<file path="src/rtl/fifo_rd_stream.sv">
// rtl/fifo_rd_stream.sv - FIFO read-port drain engine with skid buffer and valid/ready output
//
// Pops the FIFO whenever the skid buffer has room for every word already
// committed to it (stored words plus the one still in flight). The engine
// captures read data one cycle after the pop and presents the buffered words
// downstream as a valid/ready stream.
//
// Ports:
//   rd_clk         read-domain clock, all state on its rising edge
//   rd_rst         asynchronous active-high reset
//   fifo_empty     FIFO empty flag
//   fifo_rd_ready  pop request, one word popped per cycle high
//   fifo_rd_valid  FIFO read data valid, one cycle after a pop
//   fifo_rd_data   FIFO read data
//   out_valid      downstream data valid
//   out_ready      downstream accept
//   out_data       downstream data (buffer head)
//   buf_count      words held in the skid buffer
//   err_unexp      sticky: read data arrived with no pop outstanding
`timescale 1ns/1ps
module fifo_rd_stream #(
    parameter int DATA_WIDTH = 8,
    parameter int BUF_DEPTH  = 4,
    parameter int CNT_WIDTH  = 3
) (
    input  logic                  rd_clk,
    input  logic                  rd_rst,
    input  logic                  fifo_empty,
    output logic                  fifo_rd_ready,
    input  logic                  fifo_rd_valid,
    input  logic [DATA_WIDTH-1:0] fifo_rd_data,
    output logic                  out_valid,
    input  logic                  out_ready,
    output logic [DATA_WIDTH-1:0] out_data,
    output logic [CNT_WIDTH-1:0]  buf_count,
    output logic                  err_unexp
);

    localparam int PTR_WIDTH = $clog2(BUF_DEPTH);
    localparam logic [CNT_WIDTH:0] DEPTH_C = (CNT_WIDTH+1)'(BUF_DEPTH);

    logic [DATA_WIDTH-1:0] buf_mem [BUF_DEPTH];
    logic [PTR_WIDTH-1:0]  head;
    logic [PTR_WIDTH-1:0]  tail;
    logic [CNT_WIDTH-1:0]  cnt;
    logic                  in_flight;
    logic                  err_q;

    logic                  fill;
    logic                  drain;
    logic                  unexp;
    logic [CNT_WIDTH:0]    committed;

    // Space check counts the in-flight word so a returning word always has
    // a free entry; the decision uses registered state only, never out_ready.
    assign committed     = {1'b0, cnt} + {{CNT_WIDTH{1'b0}}, in_flight};
    assign fifo_rd_ready = !rd_rst && !fifo_empty && (committed < DEPTH_C);

    assign fill  = fifo_rd_valid && in_flight;
    assign unexp = fifo_rd_valid && !in_flight;

    assign out_valid = (cnt != '0);
    assign drain     = out_valid && out_ready;

    // Gated so the output reads zero while empty (including straight out of
    // reset) without having to clear the storage array.
    assign out_data  = out_valid ? buf_mem[head] : '0;
    assign buf_count = cnt;
    assign err_unexp = err_q;

    always_ff @(posedge rd_clk or posedge rd_rst) begin
        if (rd_rst) begin
            head      <= '0;
            tail      <= '0;
            cnt       <= '0;
            in_flight <= 1'b0;
            err_q     <= 1'b0;
        end else begin
            in_flight <= fifo_rd_ready;

            if (fill) begin
                tail <= tail + PTR_WIDTH'(1);
            end
            if (drain) begin
                head <= head + PTR_WIDTH'(1);
            end

            if (fill && !drain) begin
                cnt <= cnt + CNT_WIDTH'(1);
            end else if (drain && !fill) begin
                cnt <= cnt - CNT_WIDTH'(1);
            end

            // A return with nothing outstanding (e.g. a pop cut off by reset)
            // is dropped and remembered until the next reset.
            if (unexp) begin
                err_q <= 1'b1;
            end
        end
    end

    // Storage has no reset; only entries between head and tail are ever read.
    always_ff @(posedge rd_clk) begin
        if (fill) begin
            buf_mem[tail] <= fifo_rd_data;
        end
    end

endmodule

</file>
<file path="config.mk">
export PLATFORM = sky130hd
export DESIGN_NAME = fifo_rd_stream
export DESIGN_NICKNAME = d
export VERILOG_FILES = /design/src/rtl/fifo_rd_stream.sv
export SDC_FILE = /design/constraint.sdc
export NUM_CORES = 1
export LEC_CHECK = 0
export ABC_AREA = 1
export CAP_MARGIN = 20
export CORE_AREA = 3 3 63 65
export DETAILED_ROUTE_END_ITERATION = 12
export DIE_AREA = 0 0 66 68
export GPL_ROUTABILITY_DRIVEN = 0
export PLACE_DENSITY_LB_ADDON = 0.15
export SYNTH_ARGS = -nofsm -noshare
export SYNTH_HDL_FRONTEND = slang
export SYNTH_SLANG_ARGS = --single-unit
</file>
<file path="constraint.sdc">
create_clock -name rd_clk -period 3.05 [get_ports rd_clk]
set_clock_uncertainty 0.2 [all_clocks]
set_input_delay 0.61 -clock rd_clk [delete_from_list [all_inputs] [get_ports rd_clk]]
set_output_delay 0.61 -clock rd_clk [all_outputs]
set_load 0.05 [all_outputs]
</file>
* Word-level counts from Yosys, hierarchy flattened
Memories as Yosys holds them, arrays and structs flattened. Cells that the tools add are included.
Word-level totals: register bits after elaboration 9, latch bits 0, RAM bits 32, memory bits (read-only) 0, word-level logic and storage cells 31, memories kept 1
Cells by class: add/subtract/negate cells 5, multipliers 0, div/mod/pow operators 0, magnitude comparators 1, equality and inequality tests 0, shift-type cells 0, multiplexer cells 5, bitwise logic cells 0, reductions and logical operators 14
Memories:
- buf_mem | words 4, width 8, rd ports 1, clocked after Yosys merged registers in 0, write ports 1, RTL line 42 | logic [DATA_WIDTH-1:0] buf_mem [BUF_DEPTH];
Operators by type and width (count):
- 8-bit 2-to-1 mux | 1
- 1-bit logical AND | 7
- 3-bit 2-to-1 mux | 2
- 1-bit logical NOT | 5
- 2-bit by 1-bit adder with 2-bit output (second input constant) | 2
- 3-bit by 1-bit adder with 4-bit output | 1
- 4-bit by 3-bit less-than comparator with 1-bit output (second input constant) | 1
- 3-bit by 1-bit adder with 3-bit output (second input constant) | 1
- 3-bit nonzero test | 1
- 3-bit by 1-bit subtractor with 3-bit output (second input constant) | 1
- 1-bit 2-to-1 mux | 2
- 2-bit nonzero test | 1

* Depth between registers and ports, before layout
word-level depth 5, depth in mapped cells 11, mapped depth without buffers 11

* Least setup slack after synthesis
OpenSTA, ideal clock, no wires.
path type register to output, start reg cnt[1] (netlist: buf_count[1]), end out out_data[0], arrival 2.313 ns, path slack -0.073 ns, cell stages (with the launch flop) 5, path buffers 0, cells stage by stage dfrtp_1 > inv_1 > nand3_1 > inv_1 > a21oi_1
Between the ends: word-level cells in the longest chain between the ends 2
RTL lines:
- start: declaration | RTL line 45 | logic [CNT_WIDTH-1:0] cnt;
- start signal: assignment | RTL line 89 | cnt <= cnt + CNT_WIDTH'(1);
- start signal: assignment | RTL line 91 | cnt <= cnt - CNT_WIDTH'(1);
- 3-bit nonzero test | RTL line 62 | assign out_valid = (cnt != '0);
- net out_valid | RTL line 32 | output logic out_valid,
- 8-bit 2-to-1 mux | RTL line 67 | assign out_data = out_valid ? buf_mem[head] : '0;
- end: declaration | RTL line 34 | output logic [DATA_WIDTH-1:0] out_data,
The timed path passes the listed nets, and every way through them passes these cells.

* Worst setup path in the final report
start reg cnt[0] (netlist: buf_count[0]), end out out_valid
Between the ends: word-level cells in the longest chain between the ends 1
RTL lines (RTL line):
- 3-bit nonzero test | 62
- end: declaration | 32
No other way between the ends.

==> impl_metrics.yaml <==
outcome:
  status: "finished, final reports clean"
timing:
  tightest_slew_ns: 0.5029
  slew_viol_final: 0
  period_share_pct: 87.57
  max_freq_ghz: 0.3744
  setup_viol: 0
  setup_slack_ns: 0.3791
  rsz0062_at_grt: "false"
  post-route-min-period_ns: 2.671
  slew_headroom_pct: 66.37
  hold_viol_final: 0
clock_network:
  post_cts_buffers: 0
  clockBufferDepth: 2
  h-tree-depth: 2
  cts_resized: 0
  clkTransAtPathRegs_ns: 0.12
  cts-root-buf: "clkbuf_4"
  clk_latency_ns: 0.36
  ctsHoldBuffers: 0
  numCtsBuffers: 5
  cts_tree: "done"
  cts.sinks: 41
critical_path:
  reg2reg_depth: 10
  crit_path_cell_trace: "inv_1, nand3_1, clkdlybuf4s50_1"
  crit_path_start_kind: "register"
  cp_max_fo: 4
  cpPeakStageDelay_ns: 0.83
  cp-end-kind: "output pin"
  arrival_ns: 1.86
  worstSetupStartpoint: "buf_count[0]$_DFFE_PP0P_"
  criticalPathCategory: "register to output pin"
  crit_slowest_cell: "clkdlybuf4s50_1"
  rr_startpoint: "buf_count[0]$_DFFE_PP0P_"
  worstPathRequired_ns: 2.24
drt:
  routed.top_layer: "met4"
  wl_met2_um: 1828
  post_drt_wl_per_cell_um: 13.62
  vias: 1292
  ant_nets: 0
  wl_met1_um: 1578
  dr_wl_met3_um: 137
  drtIter0Drc: 64
  routed_wl_um: 3650
  post-route-drc-count: 0
  first_pass_iters: 4
  viasPerCell: 4.821
final_layout:
  area_growth_pct: 20.39
  final_area_sq_mm: 0.002290
  nets: 240
  diodes: 0
  final_layout_size_suffix_gt1_share_pct: 12.16
power_and_ir_drop:
  max-vdd-ir-drop_v: 0.0004675
  cellLeakagePower_nw: 1.057
  power_density_mw_per_mm2: 976.7
global_route:
  grt.total_usage_pct: 18.40
  grt_pass1_vias: 1300
  grt_max_degree: 18
  overflow: 0
  grt_pass1_wl_um: 5706
  antenna_found_initial: 0
synthesis:
  async_flop_share_pct: 21.95
  synth_area_sq_mm: 0.001902
  yosysTopAreaCell: "edfxtp_1"
  netlist_top_cells_count: "49 x inv_1, 43 x nand2_1, 32 x edfxtp_1"
  syn_nets: 205
  synthCells: 186
  ys_types: 21
  synth_edf_count: 32
  yosys-top-cells-area: "edfxtp_1 51%, dfrtp_1 12%, inv_1 9.7%, nand2_1 8.5%, nand3_1 4.7%"
  yosysTopAreaCellShare_pct: 50.53
  post-synth-top-count-cell: "inv_1"
  synth_seq_area_share_pct: 62.37
  synth_top_flop_cell: "edfxtp_1"
  postSynthAreaPerCell_sq_um: 10.22
  synth_seq_cells: 41
  ys_warn_count: 0
die:
  initial_core_util_pct: 56.11
  core_area_sq_mm: 0.003390
  die_area_sq_mm: 0.004488
  die_w_um: 66
  rows: 21
  die_y_um: 68
  io_pins: 27
placed_design:
  numPortBuffers: 26
  place_ws_ns: 0.4807
  placed_cell_area_sq_mm: 0.002206
  hpwl_um: 2626
run:
  drv_cap: 0
worst_hold_path:
  worst_hold_path.num_cells: 1
  hold_path_class: "register to register"
  hp-start: "err_unexp$_DFFE_PP0P_"
==> metal layers <==
| layer | up-vias | global-route usage, % |
|---|---|---|
| met4 | 0 | 11.17 |
| met2 | 25 | 32.17 |
| met1 | 604 | 19.96 |
| met5 | - | 0 |
| li1 | 651 | - |
| met3 | 12 | 5.090 |
==> flip-flops by register name, summed over array words and instances (netlist names) <==
| name | count |
|---|---|
| buf_count | 3 |
| in_flight | 1 |
| tail | 2 |
| err_unexp | 1 |
| head | 2 |
| buf_mem | 32 |
==> kinds of logic (layout without fill, tap and decap cells) <==
logic type	count (synthesis)	count (layout)	share of synthesized area (%)
AND/OR/NAND/NOR	70	70	15.72
buffers and inverters	54	90	12.70
AO/OA/AOI/OAI	12	12	3.487
flip-flops	41	41	62.37
XOR/XNOR	3	3	1.382
adder cells (fa/ha/maj)	6	6	4.342
==> through the flow <==
stage	hold WS [ns]	TNS, ns	instances	power [W]	utilization (%)
3_3_place_gp	0.2550	0	260	0.001865	65.08
6_report	0.2910	0	268	0.002236	67.55
5_1_grt	0.2976	0	268	0.002370	67.55
3_5_place_dp	0.2611	0	260	0.001900	65.08
2_1_floorplan	0.2461	-0.5117	186	0.001601	-
4_1_cts	0.2878	0	268	0.002254	67.55
==> path summary, 6_finish.rpt <==
| path | end | slack, ns |
|---|---|---|
| hold reg to reg | err_unexp$_DFFE_PP0P_ | 0.29 |
| setup reg to reg | buf_count[2]$_DFFE_PP0P_ | 1.00 |
| setup / recovery | out_valid | 0.38 |
| hold / removal | err_unexp$_DFFE_PP0P_ | 0.29 |
| max in group asynchronous | in_flight$_DFF_PP0_ | 2.16 |
| min in group asynchronous | head[0]$_DFFE_PP0P_ | 0.36 |
==> area by class of cell <==
class / count / area (sq um)
multi-input combinational: 91 / 474.2
clock inverter: 3 / 46.29
inverter: 50 / 192.7
timing repair buffer: 32 / 295.3
clock buffer: 5 / 37.54
sequential: 41 / 1186
tap: 46 / 57.56
fill: 256 / 1100
==> power by group <==
part	leakage (nW)	internal [W]	switching [W]
Sequential	0.395	0.000671	0.0000920
Combinational	0.621	0.000351	0.000768
Clock	0.0414	0.000173	0.000180
Total	1.06	0.00120	0.00104
==> worst max-delay path, delay by kind of cell, from the launching register on <==
family                 cells  cell delay (ns)
buffers and inverters      2             0.91
AND/OR/NAND/NOR            1             0.14
flip-flops                 1             0.45
==> cell usage in the layout, fill, tap and decap left out, types with 2 or more instances in the layout <==
master and instances:
inv_1 49, nand2_1 43, edfxtp_1 32, nand3_1 18, clkdlybuf4s50_1 17, buf_4 14, dfrtp_1 9, a21oi_1 7
ha_1 5, clkbuf_4 5, nor2_1 4, o21ai_0 3, xnor2_1 2, nor3_1 2
(Power assumes the default switching activity.)
